<file path="src/rtl/data_mem_arbiter.sv">
// Two-master arbiter for the banked data memory: round-robin ownership with a
// bounded burst, combinational grant/mux, and read-return routing by tag.
module data_mem_arbiter #(
  parameter int READ_LAT  = 1,
  parameter int MAX_BURST = 4,
  parameter int AW        = 32,
  parameter int DW        = 32
) (
  input  logic          CLK,
  input  logic          RST,
  input  logic          m0_req,
  input  logic          m0_we,
  input  logic [AW-1:0] m0_addr,
  input  logic [DW-1:0] m0_wdata,
  input  logic [31:0]   m0_byte_mode,
  output logic          m0_gnt,
  output logic          m0_rvalid,
  output logic [DW-1:0] m0_rdata,
  input  logic          m1_req,
  input  logic          m1_we,
  input  logic [AW-1:0] m1_addr,
  input  logic [DW-1:0] m1_wdata,
  input  logic [31:0]   m1_byte_mode,
  output logic          m1_gnt,
  output logic          m1_rvalid,
  output logic [DW-1:0] m1_rdata,
  output logic [AW-1:0] mem_addr_o,
  output logic [DW-1:0] mem_wdata_o,
  output logic          mem_wren_o,
  output logic [31:0]   mem_byte_mode_o,
  input  logic [DW-1:0] mem_rdata_i
);

  localparam int CW = $clog2(MAX_BURST) + 1;
  localparam logic [CW-1:0] BURST_MAX = CW'(MAX_BURST);

  typedef enum logic [1:0] {IDLE, OWN0, OWN1} state_t;

  state_t        state, state_nx;
  logic [CW-1:0] cnt, cnt_nx;
  logic          rr, rr_nx;
  logic          exhausted;
  logic          gnt0, gnt1;
  logic          push_v, push_id;
  logic [READ_LAT-1:0] tag_v, tag_id;

  // Grants are masked while reset is asserted so nothing leaks to memory.
  always_comb begin
    gnt0      = 1'b0;
    gnt1      = 1'b0;
    exhausted = (cnt == BURST_MAX);
    if (state == OWN0 && m0_req && !(exhausted && m1_req)) begin
      gnt0 = 1'b1;
    end else if (state == OWN1 && m1_req && !(exhausted && m0_req)) begin
      gnt1 = 1'b1;
    end else if (m0_req && !m1_req) begin
      gnt0 = 1'b1;
    end else if (m1_req && !m0_req) begin
      gnt1 = 1'b1;
    end else if (m0_req && m1_req) begin
      if (state == OWN0)      gnt1 = 1'b1;
      else if (state == OWN1) gnt0 = 1'b1;
      else if (rr)            gnt1 = 1'b1;
      else                    gnt0 = 1'b1;
    end
    if (!RST) begin
      gnt0 = 1'b0;
      gnt1 = 1'b0;
    end
  end

  always_comb begin
    state_nx = IDLE;
    cnt_nx   = '0;
    rr_nx    = rr;
    if (gnt0) begin
      state_nx = OWN0;
      rr_nx    = 1'b1;
      if (state == OWN0) cnt_nx = exhausted ? cnt : cnt + CW'(1);
      else               cnt_nx = CW'(1);
    end else if (gnt1) begin
      state_nx = OWN1;
      rr_nx    = 1'b0;
      if (state == OWN1) cnt_nx = exhausted ? cnt : cnt + CW'(1);
      else               cnt_nx = CW'(1);
    end
  end

  always_ff @(posedge CLK or negedge RST) begin
    if (!RST) begin
      state <= IDLE;
      cnt   <= '0;
      rr    <= 1'b0;
    end else begin
      state <= state_nx;
      cnt   <= cnt_nx;
      rr    <= rr_nx;
    end
  end

  assign push_v  = (gnt0 && !m0_we) || (gnt1 && !m1_we);
  assign push_id = gnt1;

  always_ff @(posedge CLK or negedge RST) begin
    if (!RST) begin
      tag_v  <= '0;
      tag_id <= '0;
    end else begin
      for (int unsigned i = 1; i < READ_LAT; i++) begin
        tag_v[i]  <= tag_v[i-1];
        tag_id[i] <= tag_id[i-1];
      end
      tag_v[0]  <= push_v;
      tag_id[0] <= push_id;
    end
  end

  always_comb begin
    mem_addr_o      = '0;
    mem_wdata_o     = '0;
    mem_wren_o      = 1'b0;
    mem_byte_mode_o = '0;
    if (gnt0) begin
      mem_addr_o      = m0_addr;
      mem_wdata_o     = m0_wdata;
      mem_wren_o      = m0_we;
      mem_byte_mode_o = m0_byte_mode;
    end else if (gnt1) begin
      mem_addr_o      = m1_addr;
      mem_wdata_o     = m1_wdata;
      mem_wren_o      = m1_we;
      mem_byte_mode_o = m1_byte_mode;
    end
  end

  assign m0_gnt    = gnt0;
  assign m1_gnt    = gnt1;
  assign m0_rvalid = tag_v[READ_LAT-1] && !tag_id[READ_LAT-1];
  assign m1_rvalid = tag_v[READ_LAT-1] &&  tag_id[READ_LAT-1];
  assign m0_rdata  = mem_rdata_i;
  assign m1_rdata  = mem_rdata_i;

endmodule
</file>
<file path="config.mk">
export PLATFORM = sky130hd
export DESIGN_NAME = data_mem_arbiter
export DESIGN_NICKNAME = d
export VERILOG_FILES = /design/src/rtl/data_mem_arbiter.sv
export SDC_FILE = /design/constraint.sdc
export NUM_CORES = 1
export LEC_CHECK = 0
export ABC_AREA = 1
export CORE_AREA = 5 5 152 154
export DETAILED_ROUTE_END_ITERATION = 6
export DIE_AREA = 0 0 157 159
export PLACE_DENSITY = 0.59
export SYNTH_ARGS = -nofsm -noshare
export SYNTH_HDL_FRONTEND = slang
export SYNTH_SLANG_ARGS = --single-unit
</file>
<file path="constraint.sdc">
create_clock -name CLK -period 1.7 [get_ports CLK]
set_clock_uncertainty 0.1 [all_clocks]
set_input_delay 0.17 -clock CLK [delete_from_list [all_inputs] [get_ports CLK]]
set_output_delay 0.17 -clock CLK [all_outputs]
set_load 0.02 [all_outputs]
</file>
==> key figures, run 1 <==
Place
  – Routability congestion estimate: 0.802
  – Final HPWL DP: 12,000 um
  – I/O Buffers: 298

Route
  – Starting DRT DRC Count: 270
  – Final WL: 18,700 um
  – Drt via density: 4.36
  – Drt wl/cell: 18.2 um
  – Drt first pass iters: 4
  – Post-route ant nets: 0
  – Via count: 4,480
  – DRC: 0

Synthesis
  – Synth Register Bits: 8
  – Post-synthesis sequential area ratio: 7.00%
  – Gate Count Post-Synth: 481
  – Mapped Area: 2860 um^2
  – Yosys cell types: 22
  – Mean Syn Cell Area: 5.95 um^2
  – Syn_nets: 713
  – Ys Warns: 0

Floorplan
  – I/O pin total: 395
  – DIE AREA: 25,000 um^2
  – Initial Util: 13.3%
  – Cell row count: 54
  – Die Ht: 159 um
  – Core area: 21,600 um^2
  – Die Wd: 157 um

STA
  – Final worst path period need: 2.22 ns
  – Setup-failing EPs final: 104
  – Final worst setup slack: -0.521 ns
  – FMAX: 450 MHz
  – Crit share post-route: 131%
  – Setup TNS: -47.29 ns
  – Max Slew Vio Count: 0
  – Worst-margin pin slew: 0.235 ns
  – Final Hold Fails: 0
  – Slew headroom: 84.3%
  – RSZ-0062 raised after global routing: true

Pwr
  – Tot Pwr: 3.56 mW
  – Clk pwr share: 11.1%
  – Switching part of the total: 41.8%
  – PwrDens: 493 nW/um^2
  – Peak VDD IR: 0.398 mV
  – P_sw: 1.48 mW
  – Internal Dissipation: 2.07 mW
  – Reg power frac: 6.2%
  – Comb power frac: 82.7%
  – Leak pwr: 3.16 nW

Critical path
  – Setup CP Type: register to output port
  – Critical path startpoint category: register
  – Critical-path cell list: inv_2, ha_4, nand2_4, o211ai_4, buf_12, nand2_8, buf_12, buf_12, nand3_1, nand2_2, buf_2
  – CP max-delay cell: dfrtp_1
  – Critical path's top delay family: buffers and inverters
  – CP endpoint kind: output port
  – Slowest Stage Delay on Critical Path: 0.38 ns
  – Worst endpoint required time: 1.43 ns
  – Cell mode on critical path: buf_12
  – Max FO, Critical Path: 15
  – Crit path buffers/inverters: 5
  – Arrival time worst endpoint: 1.95 ns

Clocking
  – Num CTS Buffers: 3
  – Deepest level of the CTS H-tree: 1
  – Worst-path clk slew: 0.04 ns
  – CTS tree: built
  – Clk_lat worst skew: 0.23 ns
  – Clock root cell: clkbuf_16
  – Clock sink total: 8
  – CTS Buffer Depth: 2

Global routing
  – Aggregate global routing overflow: 0
  – First-pass GRT wire length: 25,500 um
  – Largest net degree at the start of global routing: 36
  – Total track usage: 12.6%
  – Antenna violations before repair: 0
  – Vias in the first global route: 4,387

Run status
  – Failing checks: negative setup slack
  – Outcome: finished, violations left

Layout
  – Final-stage net count: 982
  – Filler cell count: 2,272
  – Antenna Cells: 0
  – Layout Utilization: 33.4%
  – Share of layout cells above drive strength 1: 46.3%
  – Most frequent cells in the layout: clkdlybuf4s50_1 (198), nand4_1 (101), nand2_2 (90), buf_6 (66), buf_4 (59)
  – Area Growth Syn to Fin: 152%
  – Most common cell after layout, fill and taps aside: clkdlybuf4s50_1

Run
  – Max cap viols: 0

Min path
  – Worst min-delay path class: input port to asynchronous set/reset pin
what timing repair did:
item / in CTS / in global routing
gates cloned: 10 / 13
pin swaps: 8 / 30
endpoints found under the hold margin: 1 / 0
endpoints found under the setup margin: 105 / 105
setup buffers: 12 / 6
hold buffers: 1 / 0
resized for setup: 510 / 90
state kept, by name, indices dropped and copies added, names as in the netlist:
| signal | flops |
|---|---|
| cnt | 3 |
| state | 2 |
| tag_v | 1 |
| tag_id | 1 |
| rr | 1 |
layout make-up:
| class | instances | area (um^2) | share of cell area [%] |
|---|---|---|---|
| clock buffers | 3 | 75.1 | 1.04 |
| inverters | 17 | 63.8 | 0.886 |
| multi-input cells | 336 | 2300 | 31.9 |
| flip-flops and latches | 8 | 200 | 2.78 |
| well taps | 280 | 350 | 4.86 |
| repair buffers | 384 | 4220 | 58.6 |
cell families after synthesis:
kind of cell,share of synthesized area [%]
DFF,7.00
AOI/OAI and AO/OA,0.918
and+or+nand+nor,59.8
adders and majority gates,0.875
buffers and inverters,31.1
xor gates and xnor gates,0.306
cells in the mapped netlist:
library cell / n / share of area (%)
buf_6: 8 / 3.1
buf_1: 7 / 0.92
dfrtp_1: 8 / 7.0
buf_4: 73 / 19
a21oi_1: 1 / 0.17
clkbuf_1: 12 / 1.6
xor2_1: 1 / 0.31
inv_2: 4 / 0.52
inv_1: 13 / 1.7
nor2_2: 1 / 0.22
buf_12: 1 / 0.70
o211ai_4: 1 / 0.74
nand3_2: 14 / 4.9
nand4_1: 101 / 22
nand2_2: 3 / 0.66
nor2_1: 4 / 0.52
ha_1: 2 / 0.87
nand2_1: 114 / 15
or2_1: 1 / 0.22
nor3_1: 1 / 0.17
buf_2: 19 / 3.3
nand3_1: 92 / 16
worst paths after layout:
path                            startpoint         endpoint  slack [ns]  cells past startpoint
min                                    RST               rr        0.09                      3
min in group CLK           mem_rdata_i[14]     m0_rdata[14]        0.24                      0
min reg2reg                             rr               rr        0.37                      2
max in group asynchronous              RST           tag_id        1.09                      2
max reg2reg                         cnt[0]           cnt[2]       -0.28                     12
max                                 cnt[0]  mem_wdata_o[13]       -0.52                     11
power groups by stage:
stage | Sequential [mW] | Clock, mW | Combinational (mW)
global route | 0.222 | 0.415 | 3.11
detailed placement | 0.222 | 0 | 2.29
global placement | 0.222 | 0 | 2.29
CTS | 0.220 | 0.407 | 2.55
finish | 0.219 | 0.396 | 2.94
floorplan | 0.220 | 0 | 1.29
stage by stage:
stage	cell area [um^2]	setup slack, ns	instances	hold slack [ns]
floorplan	3100	0.00219	481	-0.226
global placement	6110	-0.854	985	-0.0686
detailed placement	6110	-0.852	985	-0.0675
CTS	6540	-0.532	1011	0.0852
global route	7200	-0.606	1028	0.137
finish	7200	-0.521	1028	0.0940
worst reg2reg max path, cell delays in order, from the launching register on:
cell and delay (ns):
dfrtp_1 0.38, inv_2 0.08, ha_4 0.14, nand2_4 0.06, o211ai_4 0.20, buf_12 0.17, nand2_8 0.08, buf_12 0.16
buf_16 0.15, buf_8 0.12, buf_6 0.12, nand3_2 0.05, nand2_1 0.05
layer usage:
metal	GRT usage [%]	vias to the layer above	wire [um]
met2	23.0	226	9370
met3	2.64	36	1780
met4	2.29	0	355
li1	-	2167	-
met1	15.2	2051	7210
met5	0	-	0
No activity file was read; power rests on OpenSTA's default activity.
==> inputs of run 2 (changes only) <==
--- a/config.mk
+++ b/config.mk
@@ -6,10 +6,10 @@
 export NUM_CORES = 1
 export LEC_CHECK = 0
 export ABC_AREA = 1
-export CORE_AREA = 5 5 152 154
+export CORE_AREA = 2 2 153 155
 export DETAILED_ROUTE_END_ITERATION = 6
-export DIE_AREA = 0 0 157 159
-export PLACE_DENSITY = 0.59
+export DIE_AREA = 0 0 155 157
+export PLACE_DENSITY = 0.57
 export SYNTH_ARGS = -nofsm -noshare
 export SYNTH_HDL_FRONTEND = slang
 export SYNTH_SLANG_ARGS = --single-unit
==> run 2 against run 1 <==
The run still ends with negative setup slack left; count of clock-buffer cells in the layout did not move; die area fell by 2.5%; non-clock buffer count rose by 5; via count rose by 1.0%; first-iteration DRC count rose by 14%; power rose by 2.8%; core utilization fell by 0.80 points; combinational power rose by 3%; critical path type unchanged; critical endpoint is now mem_addr_o[19]; largest power group unchanged; highest routed layer unchanged.
==> key figures, run 2 (synthesis gave the netlist of run 1 again) <==
Layout
  – Filler cell count: 2,368 (+4.2%)
  – Antenna Cells: 0 (unchanged)
  – Most flop-heavy register: cnt
  – Layout Utilization: 32.6% (-0.80 points)
  – Area Growth Syn to Fin: 157%
  – Largest register FFs: 3 (unchanged)
  – Most common cell after layout, fill and taps aside: clkdlybuf4s50_1
  – Fin cells: 1,038 (+0.97%)
  – Largest registers: cnt x3, state x2
  – Share of layout cells above drive strength 1: 46.2% (about the same)
  – Most frequent cells in the layout: clkdlybuf4s50_1 (197), nand4_1 (101), nand2_2 (90), buf_6 (64), buf_4 (60)
  – Final-stage net count: 987 (+0.51%)

STA
  – Hold slack: 0.0821 ns (-0.0119 ns)
  – Worst-margin pin slew: 0.274 ns (+0.0395 ns)
  – FMAX: 440 MHz (-2.4%)
  – Max Slew Vio Count: 0 (unchanged)
  – Final Hold Fails: 0 (unchanged)
  – Setup-failing EPs final: 106 (+1.9%)
  – Final worst path period need: 2.27 ns (+0.0539 ns)
  – Final worst setup slack: -0.575 ns (-0.0539 ns)
  – Slew headroom: 81.7% (-2.6 points)
  – Crit share post-route: 134% (+3.2 points)
  – RSZ-0062 raised after global routing: true

Pwr
  – Tot Pwr: 3.65 mW (+2.8%)
  – Peak VDD IR: 0.466 mV (+17%)
  – Leak pwr: 3.22 nW (+2.1%)
  – PwrDens: 498 nW/um^2 (+0.88%)

Clocking
  – Worst-path clk slew: 0.04 ns (about the same)
  – CTS tree: built
  – Clk_lat worst skew: 0.23 ns (about the same)
  – Deepest level of the CTS H-tree: 1 (unchanged)
  – Clock sink total: 8 (unchanged)
  – CTS Buffer Depth: 2 (unchanged)
  – Num CTS Buffers: 3 (unchanged)
  – Clock root cell: clkbuf_16

Route
  – Starting DRT DRC Count: 309 (+14%)
  – Via count: 4,525 (+1.0%)
  – Final WL: 19,200 um (+2.8%)
  – Drt first pass iters: 4 (unchanged)
  – Drt via density: 4.36 (about the same)
  – DRC: 0 (unchanged)
  – Drt wl/cell: 18.5 um (+1.8%)
  – Post-route ant nets: 0 (unchanged)

Place
  – DP Worst Slack: -0.886 ns (-0.0343 ns)
  – I/O Buffers: 298 (unchanged)
  – Placed insts: 978 (-0.71%)
  – Final HPWL DP: 10,800 um (-10%)
  – Routability congestion estimate: 0.734 (-8.5%)

Min path
  – Worst min-delay path class: input port to asynchronous set/reset pin

Floorplan
  – Cell row count: 55 (+1.9%)
  – DIE AREA: 24,300 um^2 (-2.5%)
  – Core area: 22,500 um^2 (+4.4%)
  – I/O pin total: 395 (unchanged)
  – Die Wd: 155 um (-1.3%)
  – Die Ht: 157 um (-1.3%)
  – Initial Util: 12.7% (-0.56 points)

Critical path
  – Worst endpoint required time: 1.43 ns (about the same)
  – Setup CP Type: register to output port
  – Worst reg2reg path depth: 13 (+1)
  – Critical path startpoint category: register
  – Arrival time worst endpoint: 2.00 ns (+0.05 ns)
  – CP endpoint kind: output port
  – Max FO, Critical Path: 10 (-5)

Global routing
  – Vias in the first global route: 4,252 (-3.1%)
  – First-pass GRT wire length: 25,100 um (-1.6%)
  – Antenna violations before repair: 0 (unchanged)
  – Largest net degree at the start of global routing: 55 (+53%)
  – Total track usage: 13.2% (+0.63 points)
  – Aggregate global routing overflow: 0 (unchanged)

Run
  – Max cap viols: 0 (unchanged)

Run status
  – Failing checks: negative setup slack
  – Outcome: finished, violations left
==> run 2: cell type report <==
class	instances	area [um^2]	area share, %
Timing Repair Buffer	389	4380	59.7
Multi-Input combinational cell	336	2260	30.8
Tap cell	285	357	4.86
Sequential cell	8	200	2.73
Clock buffer	3	75.1	1.02
Inverter	17	63.8	0.869
==> run 2: final timing paths <==
kind	from	endpoint	slack, ns
max	cnt[0]	mem_addr_o[19]	-0.57
min	RST	cnt[1]	0.08
max reg2reg	cnt[0]	cnt[2]	-0.23
min reg2reg	rr	rr	0.37
max in group asynchronous	RST	tag_id	0.86
min in group CLK	mem_rdata_i[5]	m0_rdata[5]	0.24
==> run 2: metrics by stage <==
stage	setup TNS (ns)	area (um^2)
after floorplan	0	3100
after global placement	-79.10	6010
after detailed placement	-82.77	6010
after CTS	-47.84	6780
after global routing	-57.88	7340
final	-48.78	7340
==> run 2: report_power, final <==
part | switching (mW) | internal, mW
logic | 1.42 | 1.63
registers | 0.0118 | 0.208
clock network | 0.0882 | 0.303
==> run 2: timing repair <==
action                                  in CTS  in global routing
endpoints found under the setup margin     104                106
cloned                                      16                 11
setup buffers                               20                 14
gates resized for setup                    505                 92
endpoints found under the hold margin        2                  0
pin swaps                                   12                 37
hold buffers                                 1                  0
==> run 2: metal layers <==
| layer | vias up | routed length (um) | GRT usage [%] |
|---|---|---|---|
| li1 | 2185 | - | - |
| met1 | 2106 | 7890 | 16.1 |
| met2 | 210 | 9890 | 24.4 |
| met3 | 24 | 1200 | 2.15 |
| met4 | 0 | 246 | 2.82 |
| met5 | - | 0 | 0 |
==> run 2: critical path, cell delays in order (launching register included) <==
cell and delay, ns:
dfrtp_1 0.38, inv_2 0.08, ha_4 0.13, nand2_2 0.07, o211ai_4 0.17, buf_6 0.16
nand2_8 0.15, buf_4 0.19, clkbuf_16 0.16, nand3_1 0.08, nand2_2 0.05, buf_2 0.16
==> inputs of run 3 (changes only) <==
--- a/config.mk
+++ b/config.mk
@@ -6,10 +6,11 @@
 export NUM_CORES = 1
 export LEC_CHECK = 0
 export ABC_AREA = 1
-export CORE_AREA = 2 2 153 155
+export CAP_MARGIN = 5
+export CORE_AREA = 2 2 152 154
 export DETAILED_ROUTE_END_ITERATION = 6
-export DIE_AREA = 0 0 155 157
-export PLACE_DENSITY = 0.57
+export DIE_AREA = 0 0 154 156
+export PLACE_DENSITY = 0.56
 export SYNTH_ARGS = -nofsm -noshare
 export SYNTH_HDL_FRONTEND = slang
 export SYNTH_SLANG_ARGS = --single-unit
==> constraint.sdc (replaced) <==
create_clock -name CLK -period 2.6 [get_ports CLK]
set_clock_uncertainty 0.1 [all_clocks]
set_input_delay 0.26 -clock CLK [delete_from_list [all_inputs] [get_ports CLK]]
set_output_delay 0.26 -clock CLK [all_outputs]
set_load 0.02 [all_outputs]
==> run 3 against run 2 <==
The run now ends clean; die area is 1.3% lower; sequential share of layout area rose by 0.75 points; first-iteration DRC count decreased by 26%; final area shrank 22%; cell count down 5.0%; sequential cell count is the same; worst setup slack better by 0.70 ns; worst hold slack improved by 0.091 ns; clock power is 34% lower; wire length decreased by 27%; register-to-register slack improved by 1.0 ns; combinational power is 57% lower.
==> key figures, run 3 (synthesis gave the netlist of run 1 again) <==
Global routing
  – Aggregate global routing overflow: 0 (unchanged)
  – Largest net degree at the start of global routing: 45 (-18%)
  – Total track usage: 10.6% (-2.7 points)
  – First-pass GRT wire length: 21,100 um (-16%)
  – Antenna violations before repair: 0 (unchanged)
  – Vias in the first global route: 3,953 (-7.0%)

STA
  – RSZ-0062 raised after global routing: false
  – Crit share post-route: 95.0%
  – Max Slew Vio Count: 0 (unchanged)
  – Slew headroom: 74.1% (-7.6 points)
  – Hold slack: 0.173 ns (+0.0908 ns)
  – FMAX: 405 MHz
  – Final worst path period need: 2.47 ns
  – Worst-margin pin slew: 0.388 ns (+0.114 ns)
  – Setup-failing EPs final: 0 (-100%)
  – Final Hold Fails: 0 (unchanged)

Clocking
  – CTS tree: built
  – CTS Buffer Depth: 2 (unchanged)
  – Post-CTS Setup Inserts: 0 (-100%)
  – Worst-path clk slew: 0.04 ns (about the same)
  – Deepest level of the CTS H-tree: 1 (unchanged)
  – Cts hold-fix bufs: 0 (-1)
  – Clk_lat worst skew: 0.23 ns (about the same)
  – Clock sink total: 8 (unchanged)
  – Clock root cell: clkbuf_16
  – Num CTS Buffers: 3 (unchanged)

Pwr
  – Peak VDD IR: 0.155 mV (-67%)
  – Leak pwr: 2.72 nW (-16%)
  – PwrDens: 299 nW/um^2 (-40%)
  – Tot Pwr: 1.72 mW (-53%)

Critical path
  – Arrival time worst endpoint: 2.11 ns (+0.11 ns)
  – Max FO, Critical Path: 22 (+12)
  – Critical Path Start: cnt[0]
  – Worst endpoint required time: 2.24 ns (+0.81 ns)
  – Critical path startpoint category: register
  – Setup CP Type: register to output port
  – CP endpoint kind: output port
  – Critical R2R Launch: cnt[0]
  – Worst reg2reg path depth: 10 (-3)
  – R2r setup slk: 0.79 ns (+1.02 ns)

Layout
  – Most frequent cells in the layout: clkdlybuf4s50_1 (198), nand2_1 (114), nand4_1 (101), nand3_1 (92), dlygate4sd2_1 (39)
  – Antenna Cells: 0 (unchanged)
  – Area Growth Syn to Fin: 101%
  – Largest register FFs: 3 (unchanged)
  – Multi-input combinational cell area: 1780 um^2 (-21%)
  – Share of layout cells above drive strength 1: 12.7% (-34 points)
  – Final-stage net count: 935 (-5.3%)
  – Register Area: 200 um^2 (unchanged)
  – Filler cell count: 2,493 (+5.3%)
  – Largest registers: cnt x3, state x2
  – Most common cell after layout, fill and taps aside: clkdlybuf4s50_1
  – Most flop-heavy register: cnt

Route
  – Drt wl/cell: 14.2 um (-24%)
  – Final WL: 14,000 um (-27%)
  – DRC: 0 (unchanged)
  – Drt via density: 4.19 (-4.0%)
  – Starting DRT DRC Count: 230 (-26%)
  – Via count: 4,127 (-8.8%)
  – Drt first pass iters: 6 (+2)
  – Post-route ant nets: 0 (unchanged)

Run status
  – Outcome: finished, final reports clean

Floorplan
  – Die Ht: 156 um (-0.64%)
  – I/O pin total: 395 (unchanged)
  – Die Wd: 154 um (-0.65%)
  – Core area: 22,400 um^2 (-0.61%)
  – Cell row count: 55 (unchanged)
  – Initial Util: 12.8% (+0.078 points)
  – DIE AREA: 24,000 um^2 (-1.3%)

Place
  – I/O Buffers: 298 (unchanged)
  – Routability congestion estimate: 0.785 (+7.0%)
  – Final HPWL DP: 11,100 um (+3.0%)

Min path
  – Worst min-delay path class: input port to asynchronous set/reset pin

Run
  – Max cap viols: 0 (unchanged)
[run 3: worst max-delay path, stage by stage (launching register included)]
cell           delay [ns]
dfrtp_1              0.37
inv_1                0.09
ha_1                 0.20
nand2_2              0.09
o211ai_4             0.23
buf_4                0.19
buf_12               0.16
nand4_1              0.11
nand2_1              0.09
dlygate4sd2_1        0.34
[run 3: metal layers]
metal | track usage [%] | share of wire (%) | vias up
met3 | 2.72 | 8.6 | 21
met1 | 12.7 | 40 | 1859
met5 | 0 | 0 | -
met2 | 19.3 | 50 | 183
li1 | - | - | 2064
met4 | 1.60 | 0.99 | 0
[run 3: path summary, 6_finish.rpt]
path / endpoint
setup reg to reg: rr
min in group CLK: tag_v
max in group asynchronous: state[1]
hold reg to reg: rr
setup / recovery: mem_wdata_o[6]
hold / removal: tag_id
[run 3: layout make-up]
class                   count  area share (%)
repair buffers            337            56.9
multi-input cells         336            31.0
well taps                 285            6.20
flip-flops and latches      8            3.48
clock buffers               3            1.30
inverters                  17            1.11
[run 3: repair_timing]
item | 4_1_cts | 5_1_grt
resized for setup | 99 | 83
cloned | 0 | 0
setup endpoints to repair | 99 | 60
[run 3: where the power goes]
group | internal, mW | switching, mW
Sequential | 0.136 | 0.00681
Combinational | 0.641 | 0.683
Clock | 0.198 | 0.0585
Total | 0.975 | 0.748
[run 3: stage by stage]
step	utilization, %	area [um^2]	setup TNS [ns]	cells	worst slack [ns]
final	25.7	5760	0	986	0.130
after global routing	25.7	5760	0	986	0.000187
after CTS	25.9	5800	0	986	0.0531
after detailed placement	26.1	5840	-5.89	983	-0.108
after global placement	26.1	5840	-5.07	983	-0.112
after floorplan	-	2860	0	481	0.725
